`config.mk`:
```
export PLATFORM = sky130hd
export DESIGN_NAME = id_decode_queue
export DESIGN_NICKNAME = d
export VERILOG_FILES = /design/src/rtl/id_decode_queue.sv
export SDC_FILE = /design/constraint.sdc
export NUM_CORES = 1
export LEC_CHECK = 0
export BUFFER_PORTS_ARGS = -buffer_cell sky130_fd_sc_hd__buf_2
export CELL_PAD_IN_SITES_DETAIL_PLACEMENT = 1
export CELL_PAD_IN_SITES_GLOBAL_PLACEMENT = 2
export CORE_ASPECT_RATIO = 0.75
export CORE_MARGIN = 4
export CORE_UTILIZATION = 40
export DETAILED_ROUTE_END_ITERATION = 12
export PLACE_DENSITY_LB_ADDON = 0.1
export SYNTH_ARGS = -nofsm -noshare
export SYNTH_HDL_FRONTEND = slang
export SYNTH_SLANG_ARGS = --single-unit
```
`constraint.sdc`:
```
create_clock -name clk -period 4.37 [get_ports clk]
set_input_delay 0.437 -clock clk [delete_from_list [all_inputs] [get_ports clk]]
set_output_delay 0.437 -clock clk [all_outputs]
set_load 0.02 [all_outputs]
```
`src/rtl/id_decode_queue.sv`:
```
// id_decode_queue: rv32i decode stage between IF and EX.
// Buffers up to DEPTH fetched instructions in a circular queue, fully decodes
// the queue head and registers the result into the ID/EX slot under a
// valid/ready handshake. Supports hazard bubbles and pipeline flush.
// Ports:
//   clk, rst_n                 clock, async active-low reset
//   flush                      drop queue contents and output slot
//   in_valid/in_ready          fetch handshake; in_inst, in_pc, in_order payload
//   hazard_stall               hold head, issue bubble
//   rs1_s, rs2_s               combinational source regs of queue head
//   out_valid/out_ready        ID/EX slot handshake; out_* registered decode
//   count                      queue occupancy
module id_decode_queue #(
    parameter int unsigned DEPTH   = 4,
    parameter int unsigned ORDER_W = 64
) (
    input  logic                         clk,
    input  logic                         rst_n,
    input  logic                         flush,
    input  logic                         in_valid,
    output logic                         in_ready,
    input  logic [31:0]                  in_inst,
    input  logic [31:0]                  in_pc,
    input  logic [ORDER_W-1:0]           in_order,
    input  logic                         hazard_stall,
    output logic [4:0]                   rs1_s,
    output logic [4:0]                   rs2_s,
    output logic                         out_valid,
    input  logic                         out_ready,
    output logic [31:0]                  out_inst,
    output logic [31:0]                  out_pc,
    output logic [ORDER_W-1:0]           out_order,
    output logic [4:0]                   out_rs1,
    output logic [4:0]                   out_rs2,
    output logic [4:0]                   out_rd,
    output logic [31:0]                  out_imm,
    output logic [3:0]                   out_opclass,
    output logic [2:0]                   out_funct3,
    output logic                         out_alt,
    output logic                         out_regf_we,
    output logic                         out_mem_re,
    output logic                         out_mem_we,
    output logic                         out_illegal,
    output logic [$clog2(DEPTH+1)-1:0]   count
);

    localparam int unsigned PTR_W = $clog2(DEPTH);
    localparam int unsigned CNT_W = $clog2(DEPTH+1);

    localparam logic [3:0] CLS_ILLEGAL = 4'd0;
    localparam logic [3:0] CLS_LUI     = 4'd1;
    localparam logic [3:0] CLS_AUIPC   = 4'd2;
    localparam logic [3:0] CLS_JAL     = 4'd3;
    localparam logic [3:0] CLS_JALR    = 4'd4;
    localparam logic [3:0] CLS_BR      = 4'd5;
    localparam logic [3:0] CLS_LOAD    = 4'd6;
    localparam logic [3:0] CLS_STORE   = 4'd7;
    localparam logic [3:0] CLS_OPIMM   = 4'd8;
    localparam logic [3:0] CLS_OP      = 4'd9;

    typedef struct packed {
        logic [31:0]        inst;
        logic [31:0]        pc;
        logic [ORDER_W-1:0] order;
        logic [4:0]         rs1;
        logic [4:0]         rs2;
        logic [4:0]         rd;
        logic [31:0]        imm;
        logic [3:0]         opclass;
        logic [2:0]         funct3;
        logic               alt;
        logic               regf_we;
        logic               mem_re;
        logic               mem_we;
        logic               illegal;
    } dec_t;

    // Queue storage (data only; occupancy is tracked by r_count)
    logic [31:0]        r_inst_q  [DEPTH];
    logic [31:0]        r_pc_q    [DEPTH];
    logic [ORDER_W-1:0] r_order_q [DEPTH];

    logic [PTR_W-1:0] r_wptr;
    logic [PTR_W-1:0] r_rptr;
    logic [CNT_W-1:0] r_count;
    logic             r_out_valid;
    dec_t             r_slot;

    logic        w_empty;
    logic        w_adv;
    logic        w_push;
    logic        w_pop;
    logic [31:0] w_hi;
    logic        w_use_rs1;
    logic        w_use_rs2;
    dec_t        w_dec;

    assign w_empty  = (r_count == '0);
    assign in_ready = (r_count < CNT_W'(DEPTH)) && rst_n;
    assign w_adv    = !r_out_valid || out_ready;
    assign w_push   = in_valid && in_ready && !flush;
    assign w_pop    = w_adv && !flush && !hazard_stall && !w_empty;
    assign w_hi     = r_inst_q[r_rptr];

    // Full combinational decode of the queue head
    always_comb begin
        w_dec         = '0;
        w_use_rs1     = 1'b0;
        w_use_rs2     = 1'b0;
        w_dec.inst    = w_hi;
        w_dec.pc      = r_pc_q[r_rptr];
        w_dec.order   = r_order_q[r_rptr];
        w_dec.funct3  = w_hi[14:12];
        case (w_hi[6:0])
            7'b0110111: begin
                w_dec.opclass = CLS_LUI;
                w_dec.imm     = {w_hi[31:12], 12'b0};
                w_dec.regf_we = 1'b1;
            end
            7'b0010111: begin
                w_dec.opclass = CLS_AUIPC;
                w_dec.imm     = {w_hi[31:12], 12'b0};
                w_dec.regf_we = 1'b1;
            end
            7'b1101111: begin
                w_dec.opclass = CLS_JAL;
                w_dec.imm     = {{11{w_hi[31]}}, w_hi[31], w_hi[19:12], w_hi[20], w_hi[30:21], 1'b0};
                w_dec.regf_we = 1'b1;
            end
            7'b1100111: begin
                w_dec.opclass = CLS_JALR;
                w_dec.imm     = {{20{w_hi[31]}}, w_hi[31:20]};
                w_dec.regf_we = 1'b1;
                w_use_rs1     = 1'b1;
            end
            7'b1100011: begin
                w_dec.opclass = CLS_BR;
                w_dec.imm     = {{19{w_hi[31]}}, w_hi[31], w_hi[7], w_hi[30:25], w_hi[11:8], 1'b0};
                w_use_rs1     = 1'b1;
                w_use_rs2     = 1'b1;
            end
            7'b0000011: begin
                w_dec.opclass = CLS_LOAD;
                w_dec.imm     = {{20{w_hi[31]}}, w_hi[31:20]};
                w_dec.regf_we = 1'b1;
                w_dec.mem_re  = 1'b1;
                w_use_rs1     = 1'b1;
            end
            7'b0100011: begin
                w_dec.opclass = CLS_STORE;
                w_dec.imm     = {{20{w_hi[31]}}, w_hi[31:25], w_hi[11:7]};
                w_dec.mem_we  = 1'b1;
                w_use_rs1     = 1'b1;
                w_use_rs2     = 1'b1;
            end
            7'b0010011: begin
                w_dec.opclass = CLS_OPIMM;
                w_dec.imm     = {{20{w_hi[31]}}, w_hi[31:20]};
                w_dec.regf_we = 1'b1;
                w_dec.alt     = (w_hi[14:12] == 3'b101) ? w_hi[30] : 1'b0;
                w_use_rs1     = 1'b1;
            end
            7'b0110011: begin
                w_dec.opclass = CLS_OP;
                w_dec.regf_we = 1'b1;
                w_dec.alt     = w_hi[30];
                w_use_rs1     = 1'b1;
                w_use_rs2     = 1'b1;
            end
            default: begin
                w_dec.opclass = CLS_ILLEGAL;
                w_dec.illegal = 1'b1;
            end
        endcase
        w_dec.rd  = w_dec.regf_we ? w_hi[11:7]  : 5'd0;
        w_dec.rs1 = w_use_rs1     ? w_hi[19:15] : 5'd0;
        w_dec.rs2 = w_use_rs2     ? w_hi[24:20] : 5'd0;
    end

    assign rs1_s = w_empty ? 5'd0 : w_dec.rs1;
    assign rs2_s = w_empty ? 5'd0 : w_dec.rs2;

    // Queue payload write; storage needs no reset since count gates reads
    always_ff @(posedge clk) begin
        if (w_push) begin
            r_inst_q[r_wptr]  <= in_inst;
            r_pc_q[r_wptr]    <= in_pc;
            r_order_q[r_wptr] <= in_order;
        end
    end

    // Pointers, occupancy and the ID/EX slot; flush overrides everything
    always_ff @(posedge clk or negedge rst_n) begin
        if (!rst_n) begin
            r_wptr      <= '0;
            r_rptr      <= '0;
            r_count     <= '0;
            r_out_valid <= 1'b0;
            r_slot      <= '0;
        end else if (flush) begin
            r_wptr      <= '0;
            r_rptr      <= '0;
            r_count     <= '0;
            r_out_valid <= 1'b0;
            r_slot      <= '0;
        end else begin
            if (w_push) r_wptr <= r_wptr + PTR_W'(1);
            if (w_pop)  r_rptr <= r_rptr + PTR_W'(1);
            r_count <= r_count + CNT_W'(w_push) - CNT_W'(w_pop);
            if (w_adv) begin
                r_out_valid <= w_pop;
                r_slot      <= w_pop ? w_dec : '0;
            end
        end
    end

    assign out_valid   = r_out_valid;
    assign out_inst    = r_slot.inst;
    assign out_pc      = r_slot.pc;
    assign out_order   = r_slot.order;
    assign out_rs1     = r_slot.rs1;
    assign out_rs2     = r_slot.rs2;
    assign out_rd      = r_slot.rd;
    assign out_imm     = r_slot.imm;
    assign out_opclass = r_slot.opclass;
    assign out_funct3  = r_slot.funct3;
    assign out_alt     = r_slot.alt;
    assign out_regf_we = r_slot.regf_we;
    assign out_mem_re  = r_slot.mem_re;
    assign out_mem_we  = r_slot.mem_we;
    assign out_illegal = r_slot.illegal;
    assign count       = r_count;

endmodule

```
=== After elaboration in Yosys (flattened, before gate mapping) ===
Memory sizes are Yosys's and may differ from the RTL's.
Index checks and enable logic that the tools add are counted.

* Add/sub/neg operators: 4
* Reduce and logical (&&, ||, !) cells: 21
* Order comparisons: 1
* Equality and inequality tests: 10
* Muxes and demuxes: 27

{| class="wikitable"
|+ Operators by type and width
! operator !! number
|-
| $mux 187 || 3
|-
| $pmux 32 s5 || 1
|-
| $pmux 4 s9 || 1
|-
| $mux 5 || 5
|-
| $eq 7x6->1 const B || 3
|-
| $eq 7x7->1 const B || 3
|-
| $eq 7x5->1 const B || 2
|-
| $mux 1 || 11
|-
| $reduce_or 9->1 || 1
|-
| $mux 2 || 4
|-
| $eq 7x2->1 const B || 1
|-
| $reduce_or 7->1 || 1
|-
| $logic_and 1x1->1 || 6
|-
| $reduce_bool 2->1 || 3
|-
| $reduce_or 3->1 || 2
|-
| $reduce_or 6->1 || 1
|-
| $add 2x1->2 const B || 2
|-
| $logic_not 1->1 || 4
|-
| $add 3x1->3 || 1
|-
| $eq 3x3->1 const B || 1
|-
| $logic_not 3->1 || 1
|-
| $lt 3x3->1 const B || 1
|-
| $mux 3 || 1
|-
| $sub 3x1->3 || 1
|-
| other kinds (3) || 3
|}

* Memories kept: 3
* Word-level logic and storage cells: 84
* Bits in registers: 195
* Memory bits (writable): 512
* Input port bits: 134

{| class="wikitable"
|+ Memory list
! memory !! depth !! width !! read ports !! clocked after Yosys merged registers in !! wr ports !! line !! text
|-
| r_order_q || 4 || 64 || 1 || 0 || 1 || 81 || <nowiki>logic [ORDER_W-1:0] r_order_q [DEPTH];</nowiki>
|-
| r_inst_q || 4 || 32 || 1 || 0 || 1 || 79 || <nowiki>logic [31:0] r_inst_q [DEPTH];</nowiki>
|-
| r_pc_q || 4 || 32 || 1 || 0 || 1 || 80 || <nowiki>logic [31:0] r_pc_q [DEPTH];</nowiki>
|}

=== Longest topological paths before layout ===
Gate-level depths: netlist of the first run.

* Depth in word-level cells: 8
* Mapped depth: 12
* Depth with buffers taken out: 11

=== Worst setup path after synthesis of the first run ===
No wires, ideal clock.

* Kind: flip-flop to flip-flop
* Start: register r_count[2] (netlist: count[2])
* End: memory r_inst_q[0][0] (enable)
* Arrival time: 4.237 ns
* Setup time: 0.503 ns
* Period minus slack after synthesis: 4.739 ns
* Slack: -0.369 ns
* Data required time: 3.867 ns
* Cell stages (with the launch flop): 5
* Buffers on the path: 0
* Path through: dfrtp_1 -> nor2b_1 -> nand2_1 -> nor2_1 -> and2_1

* Longest elaborated chain between the ends: 6

{| class="wikitable"
|+ RTL lines
! element !! line !! text
|-
| from (decl) || 85 || <nowiki>logic [CNT_W-1:0] r_count;</nowiki>
|-
| from (signal assigned) || 209 || <nowiki>r_count <= r_count + CNT_W'(w_push) - CNT_W'(w_pop);</nowiki>
|-
| $lt 3x3->1 || 99 || <nowiki>assign in_ready = (r_count < CNT_W'(DEPTH)) && rst_n;</nowiki>
|-
| $logic_and 1x1->1 || 99 ||
|-
| net in_ready || 21 || <nowiki>output logic in_ready,</nowiki>
|-
| $logic_and 1x1->1 (2 in a row) || 101 || <nowiki>assign w_push = in_valid && in_ready && !flush;</nowiki>
|-
| $mux 1 || 185 || <nowiki>if (w_push) begin</nowiki>
|-
| $mux 1 (not written as such) || 186 || <nowiki>r_inst_q[r_wptr] <= in_inst;</nowiki>
|-
| to (decl) || 79 ||
|}

The timed path passes the listed nets, and every way through them passes these cells.

=== Worst setup path in the final report of the first run ===
* Start: register r_rptr[0]
* End: output rs2_s[2]

* Longest elaborated chain between the ends: 6

{| class="wikitable"
|+ RTL lines
! element !! line !! text
|-
| from (decl) || 84 || <nowiki>logic [PTR_W-1:0] r_rptr;</nowiki>
|-
| from (signal assigned) || 208 || <nowiki>if (w_pop) r_rptr <= r_rptr + PTR_W'(1);</nowiki>
|-
| $mem_v2 4x32 * || - ||
|-
| $eq 7x6->1 or $eq 7x7->1 (tied branches) || 114 || <nowiki>case (w_hi[6:0])</nowiki>
|-
| $reduce_or 3->1 (no line) || - ||
|-
| $mux 1 || 114 ||
|-
| $mux 5 * || 177 || <nowiki>w_dec.rs2 = w_use_rs2 ? w_hi[24:20] : 5'd0;</nowiki>
|-
| $mux 5 * || 181 || <nowiki>assign rs2_s = w_empty ? 5'd0 : w_dec.rs2;</nowiki>
|-
| to (decl) || 27 || <nowiki>output logic [4:0] rs2_s,</nowiki>
|}

Every way passes the cells marked *; elsewhere a longest branch is shown, timed or not.

==> results of run 1 <==
[repair_timing]
action,in CTS,in global routing
gates resized for setup,0,0
hold endpoints to repair,36,0
hold buffers,1,0
[critical path, stage by stage (launching register included)]
cell      delay (ns)
dfrtp_4         0.58
mux4_2          0.76
a21boi_0        0.52
and3b_1         0.44
and2_1          0.18
buf_2           0.16
[logic make-up (layout without fill, tap and decap cells)]
logic type,Yosys count,count (layout)
flops,704,704
other cells,0,4
compound gates,213,213
buf+inv,84,497
simple gates,100,100
xor+xnor,4,4
fa+ha+maj,7,7
mux,129,129
[final timing paths]
path | startpoint | end | slack, ns | depth (start not counted)
setup / recovery | r_rptr[0] | rs2_s[2] | 0.68 | 5
hold / removal | in_pc[27] | r_pc_q[0][27] | 0.05 | 1
setup reg to reg | count[1] | count[2] | 1.23 | 10
hold reg to reg | out_regf_we | out_regf_we | 0.47 | 1
max in group asynchronous | rst_n | out_rs1[2] | 2.09 | 4
min in group asynchronous | rst_n | out_imm[8] | 0.38 | 2
[per-layer routing]
layer,wire (um),vias to the layer above
met4,1439,14
met2,32480,306
met1,29030,7204
met3,4109,97
met5,87,-
li1,-,5821
[final cells by class]
cell class | instances | area share (%)
Sequential cell | 704 | 65.17
Multi-Input combinational cell | 453 | 17.45
Clock buffer | 104 | 6.564
Timing Repair Buffer | 357 | 6.430
Tap cell | 861 | 3.478
Clock inverter | 29 | 0.7755
Inverter | 7 | 0.1010
Antenna cell | 4 | 0.03231
[synth_stat cells, types with 4 or more instances]
master    count
dfrtp_1     192
nand2_1      31
buf_2        23
ha_1          6
clkbuf_1     44
nor2_1       16
a221o_1      15
o21ai_0       7
nor2b_1       4
and2_1       20
inv_1         6
a22o_1      143
edfxtp_1    512
a21oi_1      14
o21ai_1       9
mux4_2      128
[stage by stage]
| step | cell area [um2] | hold WS [ns] |
|---|---|---|
| 6_report | 30980 | 0.04733 |
| 2_1_floorplan | 25940 | 0.1414 |
| 4_1_cts | 30970 | 0.00001543 |
| 3_3_place_gp | 28680 | 0.3544 |
| 5_1_grt | 30970 | 0.005795 |
| 3_5_place_dp | 28680 | 0.3597 |
[cells in the final DEF (no fill, tap or decap), types with 3 or more instances in the layout]
| cell | count |
|---|---|
| inv_6 | 4 |
| clkinv_1 | 8 |
| clkinv_2 | 12 |
| nor2_1 | 16 |
| o21ai_0 | 7 |
| diode_2 | 4 |
| a221o_1 | 15 |
| nand2_1 | 31 |
| nand3b_1 | 3 |
| and2_4 | 4 |
| clkbuf_16 | 73 |
| and4b_1 | 3 |
| clkbuf_8 | 9 |
| edfxtp_1 | 512 |
| ha_1 | 6 |
| a21o_1 | 3 |
| buf_12 | 11 |
| buf_2 | 334 |
| inv_1 | 6 |
| nor2b_1 | 3 |
| a32oi_1 | 3 |
| buf_4 | 10 |
| o21ai_1 | 9 |
| a21oi_1 | 14 |
| a22o_1 | 143 |
| clkbuf_1 | 22 |
| and2_1 | 16 |
| a32o_1 | 3 |
| mux4_2 | 128 |
| dfrtp_1 | 190 |
| nor2_2 | 3 |
[power groups by stage]
| stage | Clock [mW] | Sequential, mW | Combinational [mW] |
|---|---|---|---|
| after floorplan | 0 | 7.92 | 1.44 |
| after global placement | 0 | 7.76 | 2.42 |
| after detailed placement | 0 | 7.77 | 2.44 |
| after CTS | 6.15 | 7.64 | 2.45 |
| after global routing | 6.45 | 7.66 | 2.57 |
| final | 5.94 | 7.63 | 2.37 |
[registers in the layout, indices dropped and copies added (netlist names), 4 cells and up]
name and cells:
out_imm 32, out_inst 32, out_opclass 4, out_order 64
out_pc 32, out_rd 5, out_rs1 5, out_rs2 5
r_inst_q 128, r_order_q 256, r_pc_q 128
==> results.md, run 1 <==
- Synthesized area per cell: 20.90 um2
- DR iter-0 viols: 852
- P per Cell Area: 514.8 mW/mm2
- CTS buffer count: 72
- Mean number of vias per cell: 5.336
- Layout Cells excl Fill: 2519
- Adder-cell share of the synthesized area: 0.3666%
- Vias: 13440
- Place WS: 1.077 ns
- Total grt overflow: 0
- Routability cong.: 0.7477
- Internal cell power: 11.83 mW
- LEAKAGE: 11.81 nW
- Drt total wl: 67.15 mm
- Met1 capacity usage during global routing: 26.67%
- Post-CTS setup buffer count: 0
- CTS tree: built
- CTS H-tree depth: 3
- Layout Nets: 1736
- Period utilisation layout: 84.44%
- Post-Synth Simple-Gate Area: 2.132%
- CTS root buffer: clkbuf_16
- Mux share of post-synthesis cell area: 11.20%
- Post-synthesis xor/xnor area fraction: 0.1351%
- Die width: 302.1 um
- Worst setup SP type: flip-flop
- Synth warnings: 0
- FFs w/ async S/R, synth: 27.27%
- Core Util, Final: 48.51%
- Finish-stage setup viols: 0
- Mapped Area: 0.02594 mm2
- Netlist cell types: 61
- Sequential cell area fraction in the yosys report: 77.79%
- IO buf count: 335
- Reg power frac: 47.9%
- Fmax: 0.2710 GHz
- Dpl hpwl: 41.04 mm
- Mapped Cells: 1241
- Comb pwr share: 14.9%
- Post-synth EDFFs: 512
- Area contributors post-synth: edfxtp_1 59%, dfrtp_1 19%, mux4_2 11%
- WP data arrival: 3.25 ns
- Post-Place Cells: 2381
- Clock Skew: 0.01275 ns
- Routed len/inst: 26.66 um
- Die area: 0.06903 mm2
- Kind of critical path: reg2out
- Dominant cell type by area after synthesis: edfxtp_1
- Clock-pin slew on the worst setup and hold paths: 0.06 ns
- Max Cap Viol: 0
- WP data required: 3.93 ns
- HP Class: in2reg
- Met3 Use GR: 5.916%
- # DRC: 0
- Vias in the first global route: 14600
- Slew at the pin closest to its max-slew limit: 0.9633 ns
- Crit end category: output port
- Status: finished, final reports clean
- Global-route wire length before repair: 100.5 mm
- Final Worst Setup Slack: 0.6799 ns
- Number of core rows: 80
- Starting Density: 40.62%
- Drt first pass iters: 5
- Die Height: 228.5 um
- Top_reg_cell synth: edfxtp_1
- Max FO, Critical Path: 20
- Largest family of logic cells by synthesized area: multiplexers
- Clock Path Buffers: 3
- CTS Sinks: 704
- GRT Total Usage: 19.61%
- Synth Net Count: 1382
- Post-synthesis compound-gate area fraction: 6.912%
- Top cell type's share of synthesized area: 59.27%
- Setup TNS: 0 ns
- Slew HR: 35.78%
- NetSw: 4.121 mW
- Clock power share: 37.3%
- Post-route ant nets: 0
- Fillers: 5998
- Final hold viol count: 0
- Number of top-level pins: 336
- Minimum clock period after layout: 3.690 ns
- Pins over their slew limit: 0
- Area Overhead vs Synth: 19.41%
- Core area: 0.06386 mm2
- VDD IR max: 0.2876 mV
- Area of the multi-input gates: 0.005405 mm2
- Share of post-route cells with drive strength above 1: 36.88%
- Switching Share: 25.84%
- Unrepaired setup endpoints after global routing: false
- Register area: 0.02019 mm2
- Yosys reg bits: 704
- Largest net degree at the start of global routing: 101
- Initial antenna violation count: 12
- Most used routing layer: met2
- GR Util met2: 31.15%
- Worst skew pair latency: 0.60 ns
- Design Power: 15.95 mW
(Power assumes the default switching activity.)
==> inputs of run 2 (changes only) <==
--- a/config.mk
+++ b/config.mk
@@ -10,7 +10,7 @@
 export CELL_PAD_IN_SITES_GLOBAL_PLACEMENT = 2
 export CORE_ASPECT_RATIO = 0.75
 export CORE_MARGIN = 4
-export CORE_UTILIZATION = 40
+export CORE_UTILIZATION = 44
 export DETAILED_ROUTE_END_ITERATION = 12
 export PLACE_DENSITY_LB_ADDON = 0.1
 export SYNTH_ARGS = -nofsm -noshare
==> constraint.sdc (replaced) <==
create_clock -name clk -period 3.8 [get_ports clk]
set_input_delay 0.38 -clock clk [delete_from_list [all_inputs] [get_ports clk]]
set_output_delay 0.38 -clock clk [all_outputs]
set_load 0.02 [all_outputs]
==> results.md, run 2 (same netlist as run 1, synthesis figures left out) <==
- Status: finished, final reports clean
- Core Util, Final: 55.55%
- LEAKAGE: 12.36 nW
- Fillers: 5146
- Reg power frac: 48.0%
- Worst setup SP type: flip-flop
- Slew at the pin closest to its max-slew limit: 0.9071 ns
- Clock Path Buffers: 3
- Slowest cell on the critical path: mux4_2
- Clock power share: 36.3%
- Fmax: 0.2804 GHz
- Global-route wire length before repair: 100.8 mm
- Mean number of vias per cell: 5.461
- CTS H-tree depth: 3
- Max reg flops: 256
- WP data arrival: 3.19 ns
- Vias: 14000
- Drt total wl: 66.64 mm
- Number of core rows: 76
- Comb pwr share: 15.7%
- NetSw: 4.650 mW
- Layout Cells excl Fill: 2564
- Setup TNS: 0 ns
- Kind of critical path: reg2out
- Post-Place Cells: 2318
- Dpl hpwl: 41.82 mm
- Starting Density: 44.79%
- Clock-pin slew on the worst setup and hold paths: 0.07 ns
- CTS tree: built
- Post_cts resized: 0
- Routed len/inst: 25.99 um
- GRT Total Usage: 21.62%
- Period utilisation layout: 93.86%
- Most flop-heavy register: r_order_q
- WP data required: 3.42 ns
- Die width: 288.4 um
- Pins over their slew limit: 0
- Design Power: 18.29 mW
- Post-route ant nets: 0
- Minimum clock period after layout: 3.567 ns
- Initial antenna violation count: 2
- Max stage delay on crit path: 0.76 ns
- Total grt overflow: 0
- Area of the multi-input gates: 0.005405 mm2
- CTS root buffer: clkbuf_16
- Unrepaired setup endpoints after global routing: false
- Max Cap Viol: 0
- Die area: 0.06294 mm2
- DR iter-0 viols: 921
- Top Registers: r_order_q (256), r_inst_q (128), r_pc_q (128)
- Final hold viol count: 0
- Most frequent cells in the layout: 512 x edfxtp_1, 334 x buf_2, 190 x dfrtp_1
- IO buf count: 335
- Final instance area: 0.03217 mm2
- P per Cell Area: 568.5 mW/mm2
- Switching Share: 25.43%
- Clock Skew: 0.01508 ns
- Crit end category: output port
- Largest net degree at the start of global routing: 73
- Finish-stage setup viols: 0
- Routability cong.: 0.7658
- Drt first pass iters: 4
- Slew HR: 39.52%
- Internal cell power: 13.64 mW
- CTS buffer count: 70
- Critical-path cell list: mux4_2 -> a21boi_0 -> and3b_1 -> and2_1 -> buf_2
- Layout Nets: 1871
- Most common cell after layout, fill and taps aside: edfxtp_1
- Core area: 0.05791 mm2
- VDD IR max: 0.3918 mV
- Register area: 0.02019 mm2
- Share of post-route cells with drive strength above 1: 34.77%
- Die Height: 218.3 um
- Worst skew pair latency: 0.59 ns
- CTS Sinks: 704
- Max FO, Critical Path: 16
- # DRC: 0
- Vias in the first global route: 15310
- Area Overhead vs Synth: 24.01%
- Number of top-level pins: 336
- DP Area: 0.02879 mm2
- HP Class: in2reg
[run 2: changes by cell type in the layout (fill, tap and decap cells not counted), sizes merged, moves of 3 or more]
cell,delta
buf,+18
clkbuf,-7
dlygate4sd3,+119
diode,-3
[run 2: area by class of cell]
| class | instances | area share (%) |
|---|---|---|
| Inverter | 7 | 0.09724 |
| Clock inverter | 28 | 0.7702 |
| Clock buffer | 97 | 5.982 |
| Tap cell | 780 | 3.034 |
| Antenna cell | 1 | 0.007779 |
| Timing Repair Buffer | 494 | 10.55 |
| Sequential cell | 704 | 62.76 |
| Multi-Input combinational cell | 453 | 16.80 |
[run 2: worst max-delay path, delay by kind of cell (launching register included)]
kind | cells | cell delay [ns]
mux | 1 | 0.76
flops | 1 | 0.61
simple gates | 2 | 0.60
compound gates | 1 | 0.45
buf+inv | 1 | 0.16
[run 2: what timing repair did]
item | CTS | global route
hold endpoints to repair | 506 | 0
hold buffers | 120 | 0
setup buffers | 0 | 0
[run 2: final timing paths]
check	cells past startpoint	end	start	slack, ns
setup / recovery	5	rs2_s[2]	r_rptr[0]	0.23
min in group asynchronous	2	out_order[35]	rst_n	0.27
hold / removal	1	r_pc_q[2][27]	in_pc[27]	0.03
max in group asynchronous	4	out_rs1[0]	rst_n	1.96
hold reg to reg	2	out_inst[30]	out_inst[30]	0.47
setup reg to reg	4	out_imm[3]	r_rptr[0]	0.77
[run 2: power groups by stage]
stage | Combinational (mW) | Clock [mW] | Sequential (mW)
after floorplan | 1.66 | 0 | 9.10
after global placement | 2.79 | 0 | 8.93
after detailed placement | 2.82 | 0 | 8.94
after CTS | 2.93 | 6.83 | 8.79
after global routing | 3.11 | 7.20 | 8.82
final | 2.86 | 6.64 | 8.78
[run 2: per-stage QoR]
step	hold WS, ns	setup WS (ns)
final	0.03222	0.2332
after global routing	0.0003481	0.004775
after CTS	0.001798	0.1701
after detailed placement	0.2797	0.6588
after global placement	0.2795	0.6851
after floorplan	0.08441	0.4883
[run 2: routing by layer]
layer	vias up	wire length (um)	global-route usage [%]
li1	6084	-	-
met1	7456	28350	29.57
met2	363	32440	35.16
met3	97	4489	5.725
met4	2	1350	5.071
met5	-	7	0
==> inputs of run 3 (changes only) <==
--- a/config.mk
+++ b/config.mk
@@ -5,12 +5,13 @@
 export SDC_FILE = /design/constraint.sdc
 export NUM_CORES = 1
 export LEC_CHECK = 0
+export ABC_AREA = 1
 export BUFFER_PORTS_ARGS = -buffer_cell sky130_fd_sc_hd__buf_2
 export CELL_PAD_IN_SITES_DETAIL_PLACEMENT = 1
 export CELL_PAD_IN_SITES_GLOBAL_PLACEMENT = 2
 export CORE_ASPECT_RATIO = 0.75
 export CORE_MARGIN = 4
-export CORE_UTILIZATION = 44
+export CORE_UTILIZATION = 40
 export DETAILED_ROUTE_END_ITERATION = 12
 export PLACE_DENSITY_LB_ADDON = 0.1
 export SYNTH_ARGS = -nofsm -noshare
==> results.md, run 3 <==
- Status: finished, final reports clean
- Dpl hpwl: 48.19 mm
- LEAKAGE: 13.65 nW
- Dominant cell type by area after synthesis: edfxtp_1
- Most common cell in the synthesized netlist: edfxtp_1
- Sequential cell area fraction in the yosys report: 75.23%
- Worst setup SP type: flip-flop
- Fmax: 0.2873 GHz
- DR iter-0 viols: 1127
- WP data arrival: 3.10 ns
- Starting Density: 40.78%
- Top Registers: r_order_q (256), r_inst_q (128), r_pc_q (128)
- Yosys reg bits: 704
- Routed len/inst: 22.93 um
- Slew at the pin closest to its max-slew limit: 1.003 ns
- CTS root buffer: clkbuf_16
- Final instance area: 0.03309 mm2
- Die Height: 232.3 um
- Vias: 18100
- Commonest cells post-synth: 512 x edfxtp_1, 322 x nand2_1, 253 x o21ai_0
- Synth warnings: 0
- Post-synth EDFFs: 512
- VDD IR max: 0.3388 mV
- Most frequent cells in the layout: 512 x edfxtp_1, 334 x buf_2, 322 x nand2_1
- Synthesized area per cell: 13.12 um2
- Most flop-heavy register: r_order_q
- Post-Place Cells: 3165
- Max FO, Critical Path: 39
- Layout Cells excl Fill: 3437
- Setup TNS: 0 ns
- FFs w/ async S/R, synth: 27.27%
- Most common cell after layout, fill and taps aside: edfxtp_1
- Max reg flops: 256
- CTS buffer count: 73
- HP Class: in2reg
- Post-route ant nets: 0
- Clock Skew: 0.02031 ns
- CTS H-tree depth: 3
- DP Area: 0.02950 mm2
- IO buf count: 335
- Number of core rows: 81
- Die width: 307.0 um
- Die area: 0.07131 mm2
- Mapped Area: 0.02682 mm2
- WP data required: 3.42 ns
- # DRC: 0
- Mean number of vias per cell: 5.265
- Finish-stage setup viols: 0
- Top_reg_cell synth: edfxtp_1
- Synth Net Count: 2185
- Place WS: 0.5174 ns
- Vias in the first global route: 18850
- Area contributors post-synth: edfxtp_1 57%, dfrtp_1 18%, o21ai_0 4.7%
- P per Cell Area: 584.2 mW/mm2
- Netlist cell types: 38
- Layout Nets: 2641
- Clock Path Buffers: 3
- Core area: 0.06577 mm2
- Kind of critical path: reg2out
- Top cell type's share of synthesized area: 57.32%
- Design Power: 19.33 mW
- Max Cap Viol: 0
- Routability cong.: 0.7903
- CTS tree: built
- Drt first pass iters: 5
- GRT Total Usage: 21.97%
- Share of post-route cells with drive strength above 1: 20.43%
- Largest net degree at the start of global routing: 103
- Mapped Cells: 2044
- Clock-pin slew on the worst setup and hold paths: 0.06 ns
- CTS Sinks: 704
- Final Worst Setup Slack: 0.3188 ns
- Unrepaired setup endpoints after global routing: false
- Total grt overflow: 0
- Area Overhead vs Synth: 23.35%
- Worst skew pair latency: 0.62 ns
- Period utilisation layout: 91.61%
- Pins over their slew limit: 0
- Drt total wl: 78.81 mm
- Global-route wire length before repair: 118.8 mm
- Number of top-level pins: 336
- Final hold viol count: 0
- Slew HR: 33.16%
- Minimum clock period after layout: 3.481 ns
- Initial antenna violation count: 11
- Crit end category: output port
run 3: worst max-delay path, stage by stage (launching register included):
cell and delay [ns]:
dfrtp_4 0.57, inv_6 0.31, buf_4 0.52, a21oi_1 0.08
a32oi_1 0.52, inv_1 0.13, nor2_2 0.14, buf_2 0.20
run 3: layout make-up:
class                   instances  area [um2]
diodes                          6       15.01
clock buffers                 107        2044
clock inverters                28       215.2
fillers                      6711       32690
inverters                      58       235.2
multi-input cells            1152        5838
flip-flops and latches        704       20190
well taps                     871        1090
repair buffers                511        3463
run 3: stage by stage:
stage / hold WS [ns] / utilization (%)
2_1_floorplan: 0.08441 / -
3_3_place_gp: 0.1928 / 44.85
3_5_place_dp: 0.1976 / 44.85
4_1_cts: 0.0008508 / 50.24
5_1_grt: 0.002392 / 50.29
6_report: 0.03456 / 50.31
run 3: power by group:
part	switching, mW	internal [mW]	total, mW
combinational	2.63	1.06	3.69
clock	2.96	3.83	6.79
sequential	0.215	8.63	8.84
run 3: logic make-up after synthesis:
family / Yosys count / share of synthesized area, %
adders and majority gates: 7 / 0.3545
AOI/OAI and AO/OA: 499 / 11.47
buffers and inverters: 188 / 3.148
muxes: 2 / 0.07463
DFF: 704 / 75.23
and+or+nand+nor: 644 / 9.730
run 3: metal layers:
| layer | vias up | track usage [%] | wire [um] |
|---|---|---|---|
| met5 | - | 0 | 69 |
| met1 | 9294 | 30.88 | 36260 |
| met4 | 12 | 4.831 | 1449 |
| met3 | 107 | 4.112 | 3493 |
| li1 | 8295 | - | - |
| met2 | 389 | 35.94 | 37540 |
run 3: path summary, 6_finish.rpt:
path / cells after the start / slack, ns / start / end
max reg2reg: 10 / 0.60 / r_rptr[0] / out_imm[12]
min in group asynchronous: 2 / 0.17 / rst_n / out_order[47]
min: 1 / 0.03 / in_order[21] / r_order_q[2][21]
max: 7 / 0.32 / r_rptr[1] / rs2_s[0]
min reg2reg: 2 / 0.47 / out_imm[3] / out_imm[3]
max in group asynchronous: 4 / 1.60 / rst_n / out_order[7]
run 3: timing repair:
item / CTS / global route
setup buffers: 0 / 3
hold buffers: 128 / 0
setup endpoints to repair: 5 / 5
cloned: 0 / 0
hold endpoints to repair: 517 / 0
resized for setup: 2 / 3
pin swaps: 0 / 1
